$ cat src/rtl/axi4_lite_pkg.sv
// rtl/axi4_lite_pkg.sv - shared AXI4-Lite response codes, FSM state types and byte-strobe merge
package axi4_lite_pkg;

  localparam logic [1:0] AXI4_LITE_OKAY   = 2'b00;
  localparam logic [1:0] AXI4_LITE_SLVERR = 2'b10;

  // Widest data bus the strobe merge helper can serve, in bytes.
  localparam int AXI4_LITE_MAX_BYTES = 64;

  typedef enum logic [1:0] {
    W_IDLE    = 2'd0,
    W_RESP    = 2'd1,
    W_COLLECT = 2'd2
  } axi4_lite_wr_state_t;

  typedef enum logic {
    R_IDLE = 1'b0,
    R_DATA = 1'b1
  } axi4_lite_rd_state_t;

  function automatic logic [8*AXI4_LITE_MAX_BYTES-1:0] axi4_lite_strb_merge(
    input logic [8*AXI4_LITE_MAX_BYTES-1:0] old_v,
    input logic [8*AXI4_LITE_MAX_BYTES-1:0] wdata_v,
    input logic [AXI4_LITE_MAX_BYTES-1:0]   wstrb_v
  );
    logic [8*AXI4_LITE_MAX_BYTES-1:0] res;
    for (int k = 0; k < AXI4_LITE_MAX_BYTES; k++) begin
      res[8*k +: 8] = wstrb_v[k] ? wdata_v[8*k +: 8] : old_v[8*k +: 8];
    end
    return res;
  endfunction

endpackage

$ cat src/rtl/axi4_lite_reg_decode.sv
// rtl/axi4_lite_reg_decode.sv - byte address to register index decoder with range hit
module axi4_lite_reg_decode #(
  parameter int A    = 8,
  parameter int N    = 4,
  parameter int REGS = 8,
  parameter int IW   = 3
) (
  input  logic [A-1:0]  addr,
  output logic [IW-1:0] index,
  output logic          hit
);
  import axi4_lite_pkg::*;

  localparam int LB = $clog2(N);
  localparam int FW = A - LB;

  logic [FW-1:0] field;

  assign field = addr[A-1:LB];
  assign hit   = 32'(field) < 32'(REGS);
  assign index = field[IW-1:0];

  // Sub-word address bits carry no meaning for word-wide registers.
  if (LB > 0) begin : g_low
    logic unused_low;
    assign unused_low = ^addr[LB-1:0];
  end

endmodule

$ cat src/rtl/axi4_lite_register_file.sv
// rtl/axi4_lite_register_file.sv - AXI4-Lite slave register bank; AXI4_LITE_REG_FILE_STRB_EN enables byte strobes
module axi4_lite_register_file
  import axi4_lite_pkg::*;
#(
  parameter int A    = 8,
  parameter int N    = 4,
  parameter int REGS = 8
) (
  input  logic                  aclk,
  input  logic                  areset,
  input  logic [A-1:0]          awaddr,
  input  logic                  awvalid,
  output logic                  awready,
  input  logic [8*N-1:0]        wdata,
  input  logic [N-1:0]          wstrb,
  input  logic                  wvalid,
  output logic                  wready,
  output logic [1:0]            bresp,
  output logic                  bvalid,
  input  logic                  bready,
  input  logic [A-1:0]          araddr,
  input  logic                  arvalid,
  output logic                  arready,
  output logic [8*N-1:0]        rdata,
  output logic [1:0]            rresp,
  output logic                  rvalid,
  input  logic                  rready,
  output logic [REGS*8*N-1:0]   reg_q,
  output logic [REGS-1:0]       reg_wr
);

  localparam int DW = 8 * N;
  localparam int IW = (REGS > 1) ? $clog2(REGS) : 1;

  axi4_lite_wr_state_t w_state_q, w_state_d;
  axi4_lite_rd_state_t r_state_q, r_state_d;

  logic            ready_en_q;
  logic            have_aw_q;
  logic [IW-1:0]   aw_idx_q;
  logic            aw_hit_q;
  logic [DW-1:0]   w_data_q;
  logic [DW-1:0]   regs_q [REGS];
  logic [REGS-1:0] reg_wr_q;
  logic [1:0]      bresp_q, rresp_q;
  logic [DW-1:0]   rdata_q;

  logic [IW-1:0]   aw_idx, ar_idx, c_idx;
  logic            aw_hit, ar_hit, c_hit;
  logic            aw_hs, w_hs, ar_hs, commit;
  logic [DW-1:0]   c_data, wr_val;

  axi4_lite_reg_decode #(.A(A), .N(N), .REGS(REGS), .IW(IW)) u_aw_dec (
    .addr(awaddr), .index(aw_idx), .hit(aw_hit)
  );

  axi4_lite_reg_decode #(.A(A), .N(N), .REGS(REGS), .IW(IW)) u_ar_dec (
    .addr(araddr), .index(ar_idx), .hit(ar_hit)
  );

  assign aw_hs  = awvalid && awready;
  assign w_hs   = wvalid && wready;
  assign ar_hs  = arvalid && arready;
  // In W_COLLECT only the missing channel is ready, so any handshake completes the pair.
  assign commit = ((w_state_q == W_IDLE) && aw_hs && w_hs) ||
                  ((w_state_q == W_COLLECT) && (aw_hs || w_hs));
  assign c_idx  = aw_hs ? aw_idx : aw_idx_q;
  assign c_hit  = aw_hs ? aw_hit : aw_hit_q;
  assign c_data = w_hs ? wdata : w_data_q;

`ifdef AXI4_LITE_REG_FILE_STRB_EN
  logic [N-1:0]                     w_strb_q;
  logic [N-1:0]                     c_strb;
  logic [8*AXI4_LITE_MAX_BYTES-1:0] old_w, new_w, mrg_w;
  logic [AXI4_LITE_MAX_BYTES-1:0]   strb_w;

  always_ff @(posedge aclk) begin
    if (areset)                          w_strb_q <= '0;
    else if (w_state_q == W_IDLE && w_hs) w_strb_q <= wstrb;
  end

  assign c_strb = w_hs ? wstrb : w_strb_q;

  always_comb begin
    old_w = '0;
    new_w = '0;
    strb_w = '0;
    old_w[DW-1:0] = regs_q[c_idx];
    new_w[DW-1:0] = c_data;
    strb_w[N-1:0] = c_strb;
    mrg_w  = axi4_lite_strb_merge(old_w, new_w, strb_w);
    wr_val = mrg_w[DW-1:0];
  end
`else
  logic unused_strb;
  assign unused_strb = ^wstrb;
  assign wr_val      = c_data;
`endif

  always_ff @(posedge aclk) begin
    if (areset) begin
      ready_en_q <= 1'b0;
      w_state_q  <= W_IDLE;
      r_state_q  <= R_IDLE;
    end else begin
      ready_en_q <= 1'b1;
      w_state_q  <= w_state_d;
      r_state_q  <= r_state_d;
    end
  end

  always_comb begin
    w_state_d = w_state_q;
    case (w_state_q)
      W_IDLE:    if (aw_hs && w_hs) w_state_d = W_RESP;
                 else if (aw_hs || w_hs) w_state_d = W_COLLECT;
      W_COLLECT: if (aw_hs || w_hs) w_state_d = W_RESP;
      W_RESP:    if (bready) w_state_d = W_IDLE;
      default:   w_state_d = W_IDLE;
    endcase
  end

  always_comb begin
    r_state_d = r_state_q;
    case (r_state_q)
      R_IDLE:  if (ar_hs) r_state_d = R_DATA;
      R_DATA:  if (rready) r_state_d = R_IDLE;
      default: r_state_d = R_IDLE;
    endcase
  end

  always_comb begin
    awready = 1'b0;
    wready  = 1'b0;
    bvalid  = 1'b0;
    case (w_state_q)
      W_IDLE:    begin awready = ready_en_q; wready = ready_en_q; end
      W_COLLECT: begin awready = !have_aw_q; wready = have_aw_q; end
      W_RESP:    bvalid = 1'b1;
      default:   ;
    endcase
    arready = ready_en_q && (r_state_q == R_IDLE);
    rvalid  = (r_state_q == R_DATA);
  end

  always_ff @(posedge aclk) begin
    if (areset) begin
      have_aw_q <= 1'b0;
      aw_idx_q  <= '0;
      aw_hit_q  <= 1'b0;
      w_data_q  <= '0;
    end else if (w_state_q == W_IDLE) begin
      have_aw_q <= aw_hs;
      if (aw_hs) begin
        aw_idx_q <= aw_idx;
        aw_hit_q <= aw_hit;
      end
      if (w_hs) w_data_q <= wdata;
    end
  end

  always_ff @(posedge aclk) begin
    if (areset) begin
      for (int i = 0; i < REGS; i++) regs_q[i] <= '0;
      reg_wr_q <= '0;
      bresp_q  <= AXI4_LITE_OKAY;
    end else begin
      reg_wr_q <= '0;
      if (commit) begin
        bresp_q <= c_hit ? AXI4_LITE_OKAY : AXI4_LITE_SLVERR;
        if (c_hit) begin
          regs_q[c_idx]   <= wr_val;
          reg_wr_q[c_idx] <= 1'b1;
        end
      end
    end
  end

  // Reads sample regs_q before this edge's write lands, so a colliding read sees the old value.
  always_ff @(posedge aclk) begin
    if (areset) begin
      rdata_q <= '0;
      rresp_q <= AXI4_LITE_OKAY;
    end else if (ar_hs) begin
      rdata_q <= ar_hit ? regs_q[ar_idx] : '0;
      rresp_q <= ar_hit ? AXI4_LITE_OKAY : AXI4_LITE_SLVERR;
    end
  end

  for (genvar i = 0; i < REGS; i++) begin : g_flat
    assign reg_q[i*DW +: DW] = regs_q[i];
  end

  assign reg_wr = reg_wr_q;
  assign bresp  = bresp_q;
  assign rdata  = rdata_q;
  assign rresp  = rresp_q;

endmodule

$ cat config.mk
export PLATFORM = sky130hd
export DESIGN_NAME = axi4_lite_register_file
export DESIGN_NICKNAME = d
export VERILOG_FILES = /design/src/rtl/axi4_lite_pkg.sv /design/src/rtl/axi4_lite_reg_decode.sv /design/src/rtl/axi4_lite_register_file.sv
export SDC_FILE = /design/constraint.sdc
export NUM_CORES = 1
export LEC_CHECK = 0
export BUFFER_PORTS_ARGS = -buffer_cell sky130_fd_sc_hd__buf_2
export CAP_MARGIN = 20
export CORE_ASPECT_RATIO = 0.75
export CORE_MARGIN = 5
export CORE_UTILIZATION = 25
export DETAILED_ROUTE_END_ITERATION = 12
export HOLD_SLACK_MARGIN = 0.12
export SLEW_MARGIN = 5
export SYNTH_ARGS = -nofsm -noshare
export SYNTH_HDL_FRONTEND = slang
export SYNTH_SLANG_ARGS = --single-unit
export TNS_END_PERCENT = 1
$ cat constraint.sdc
create_clock -name aclk -period 4.2 [get_ports aclk]
set_input_delay 0.21 -clock aclk [delete_from_list [all_inputs] [get_ports aclk]]
set_output_delay 0.21 -clock aclk [all_outputs]
set_load 0.02 [all_outputs]
Yosys cells after proc, flatten, opt, wreduce, memory -nomap -nowiden --
Memory sizes are Yosys's and may differ from the RTL's. Index checks and enable logic that the tools add are counted.
Word-level totals: register bits after elaboration 85, RAM bits 256, bits of input ports 59, output and inout port bits 305, word-level logic and storage cells 69, memories 1
Memory list:
- regs_q | depth 8, width 32, read ports 9, clocked after memory_dff 0, write ports 8, line axi4_lite_register_file.sv:43 | logic [DW-1:0] regs_q [REGS];
Operators by class: magnitude comparators 4, equality and inequality tests 5, multiplexer cells 29, bitwise operators 3, reductions and logical operators 16
Operators by type and width (number):
- $mux W32 | 3
- $reduce_or A32 Y1 | 1
- $mux W1 | 13
- $lt A6 B4 Y1 const B | 2
- $mux W2 | 6
- $logic_and A1 B1 Y1 | 9
- $mux W3 | 2
- $pmux W1 S2 | 3
- $pmux W2 S3 | 1
- $lt A3 B4 Y1 const B | 1
- $demux W1 S3 | 1
- $ge A3 B1 Y1 const B | 1
- $ne A3 B1 Y1 const B | 1
- $not A1 Y1 | 3
- $reduce_and A3 Y1 | 1
- $reduce_or A3 Y1 | 1
- $eq A2 B1 Y1 const B | 1
- $eq A2 B2 Y1 const B | 1
- $logic_not A2 Y1 | 1
- $logic_or A1 B1 Y1 | 2
- $ne A2 B1 Y1 const B | 1
- $ne A2 B2 Y1 const B | 1
- $logic_not A1 Y1 | 1

Longest topological paths before layout --
depth in word-level cells 11, depth in mapped cells 8, mapped depth without buffers 5

Hierarchy --
A second synthesis with hierarchy kept.
Second synthesis, totals: cell total of the unflattened synthesis 1093, area total of the unflattened synthesis 14417.6 µm²
By module, submodules not included:
- axi4_lite_register_file | instances 1, cells an instance 1085, area each 14352.5 µm², seq. area each 9349.0 µm²
- axi4_lite_reg_decode | instances 2, cells an instance 4, area each 32.5 µm², seq. area each 0.0 µm²

Worst setup path after synthesis --
Ideal clock, no wire load.
path type register -> register, start reg w_state_q[0], end mem regs_q[5][0] (netlist name) (enable), library setup time 0.466 ns, arrival 3.645 ns, data required time 3.734 ns, setup slack 0.090 ns, stages on the path, launching flop included 8, buffers on the path 2, clock period less this slack 4.110 ns, cells stage by stage dfxtp_1 > buf_2 > nor2b_1 > o21a_4 > o211a_1 > buf_4 > nor2_1 > o21ai_0
RTL lines:
- from (decl) | line axi4_lite_register_file.sv:35 | axi4_lite_wr_state_t w_state_q, w_state_d;
- from (signal assigned) | line axi4_lite_register_file.sv:107 | w_state_q <= w_state_d;
- to (decl) | line axi4_lite_register_file.sv:43

==> metrics.txt <==
Post-DP HPWL=35400 microns; clock group share of total power=~40%; FF+latch count, synth=339; CTS tree=done; cell with the most instances after synthesis=nor2_1; post-synthesis sequential area ratio=between 60% and 70%; DR vias/cell=~4.8; core region area=between 50000 and 60000 sq um; Die Ht=approximately 220 microns; antenna-violating nets left=0; # rows=75; root buf cell=clkbuf_16; number of global-route vias before repair=between 10000 and 15000; synth unique cells=48; Total Die Area=just over 60000 sq um; async set-reset flop share out of synthesis=0%; WHS Endpoint=w_data_q[27]; DRC violations left=0; Synth Instances=1034; Inserted Clock Buffers=37; cell depth of the worst hold path=3; Startpoint Class=flip-flop; num ports=~360; Peak Freq=~0.29 GHz; max_cap viols=0; # setup viols final=0; Worst Path Arrival=3.64 ns; cell taking the most area after synthesis=edfxtp_1; vias=just over 10000; WS Path Type=flip-flop to flip-flop; critical path peak fanout=19; Sequential Power Share=a little under half; pwr dens=between 400 and 500 nW/um^2; utilization after layout=32.9%; Layout Skew=between 0.015 and 0.02 ns; share of layout cells above drive strength 1=roughly two fifths; maximum VDD drop=between 0.2 and 0.25 mV; Die W=roughly 290 microns; Slew Limit Fails=0; Initial Utilization=25.4%; outcome=completed; first-pass GRT wire length=approximately 75000 microns; first-pass detailed-route iteration total=5; Tcrit/Tclk final=roughly four fifths; initial antenna violation count=4; Port Buf Inserts=353; Gate power share=approximately 15%; switching share of power=27.9%; Hold Violations, Final=0; HP Class=input port to flip-flop; Worst slew margin=29.5%; crit path capture type=flip-flop; Worst-path clk slew=0.07 ns; fill count=approximately 5600; Top FF cell, synth=edfxtp_1; PnR Total Power=0.00872 W; top-area cell type share of the netlist area=between 50% and 60%; R2R depth=7; synth top area cells=edfxtp_1, dfxtp_1, mux4_2, nor2_1, mux2i_1; Post-Syn Area=around 14000 sq um; TNS Setup=0 ns; Total Wirelength=52600 microns; Post-CTS Setup Repair Bufs=0; RR Startpoint=w_state_q[1]; Leak Pwr=roughly 7.3 nW; Post-synth EDFFs=around 260; largest net degree at the start of global routing=67; Syn Area/Cell=13.8 sq um; ANT cells=0; CTS sink cnt=between 300 and 400; WL/cell=24.3 microns; GPL Wtd Cong=0.815; r2r endpoint=regs_q[1][6]; Sw Pwr=0.00243 W; most instantiated cells after synthesis=nor2_1, edfxtp_1, dfxtp_1; transition time of the tightest slew-check pin=roughly 1.1 ns; min Tclk post-route=3.41 ns; FF-to-FF setup slack=~0.79 ns; P_int=roughly 0.0063 W; clk_lat worst skew=between 0.5 and 0.6 ns; Clock Path Buffers=3; final net count=1461; RSZ-0062 raised after global routing=no; htree depth=2; GRT overflow=0; Layout area overhead=29.5%; Ys Warns=0; Global Route Usage Sum=16.3%; Iteration-0 DRC Markers=1023; hold path start=wdata[27]; Worst EP required=4.43 ns
critical path: stages (launching register included):
cell and delay (ns):
dfxtp_1 0.58, mux2i_1 0.24, nor2b_1 0.26, o211a_1 0.69, nor2_1 0.13, buf_4 0.23
o21ai_4 0.62, buf_12 0.30
power groups by stage:
stage               clock (W)  combinational [W]  sequential, W
CTS                   0.00358            0.00130        0.00394
global placement            0            0.00126        0.00400
global route          0.00371            0.00140        0.00396
finish                0.00350            0.00128        0.00394
detailed placement          0            0.00128        0.00401
floorplan                   0           0.000735        0.00408
area by class of cell:
class	count	area (sq um)	area share, %
Sequential cell	339	9350	50.5
Clock buffer	49	1020	5.52
Multi-Input combinational cell	611	4590	24.8
Clock inverter	19	269	1.45
Timing Repair Buffer	403	2330	12.6
Inverter	10	38.8	0.210
Tap cell	731	915	4.94
how the worst max path moves through the flow:
| stage | end | from | depth (start not counted) |
|---|---|---|---|
| 6_report | regs_q[1][6] | w_state_q[1] | 7 |
| 2_1_floorplan | regs_q[5][0] | w_state_q[0] | 7 |
| 3_5_place_dp | regs_q[1][8] | w_state_q[1] | 7 |
| 5_1_grt | regs_q[0][31] | w_state_q[1] | 7 |
| 3_3_place_gp | regs_q[0][2] | w_state_q[1] | 7 |
| 4_1_cts | regs_q[1][6] | w_state_q[1] | 7 |
state kept, by name, summed over array words and instances (netlist names), 2 cells and up:
name	cells
aw_idx_q	3
regs_q	256
w_data_q	32
rdata	32
w_state_q	2
reg_wr	8
what timing repair did:
| action | in CTS | in global routing |
|---|---|---|
| hold buffers | 19 | 0 |
| hold endpoints to repair | 45 | 0 |
| gates resized for setup | 0 | 0 |
placed cells by master, fill, tap and decap left out, drive strengths merged, types with 2 or more instances in the layout:
cell         netlist  layout
buf               49     384
nor2             274     274
edfxtp           256     256
dfxtp             83      83
o21ai             73      73
mux2i             72      72
mux4              64      64
clkbuf            26      49
nand2             37      37
a21oi             35      35
dlygate4sd3        0      19
clkinv             0      12
inv               10      10
nor2b              7       7
o221ai             6       6
bufinv             0       6
and3               4       4
nor3b              4       4
o21a               3       3
nor3               3       3
nor4               3       3
nor4b              3       3
nand3b             2       2
a21o               2       2
nand3              2       2
o211ai             2       2
conb               1       2
and2b              2       2
kinds of logic (layout without fill, tap and decap cells):
| family | count (synthesis) | in the layout | share of synthesized area, % |
|---|---|---|---|
| and+or+nand+nor | 345 | 345 | 10.2 |
| DFF | 339 | 339 | 65.4 |
| muxes | 137 | 137 | 15.3 |
| AOI/OAI and AO/OA | 126 | 126 | 5.82 |
| buffers and inverters | 85 | 481 | 3.17 |
| other | 1 | 2 | 0.0262 |
| xor gates and xnor gates | 1 | 1 | 0.0613 |
routing by layer:
metal,share of wire (%),global-route usage [%],up-vias
li1,-,-,4505
met1,43,22.3,5225
met2,46,26.2,486
met3,9.2,4.67,59
met4,1.3,3.05,6
met5,0.078,0,-
per-stage QoR:
step	hold WS, ns	cells	cell area [sq um]	worst slack (ns)
after floorplan	0.357	1035	14300	0.0899
after global placement	0.434	2075	17000	0.848
after detailed placement	0.438	2075	17000	0.767
after CTS	0.127	2162	18500	0.749
after global routing	0.193	2162	18500	0.529
final	0.166	2162	18500	0.795
(Power assumes the default switching activity.)
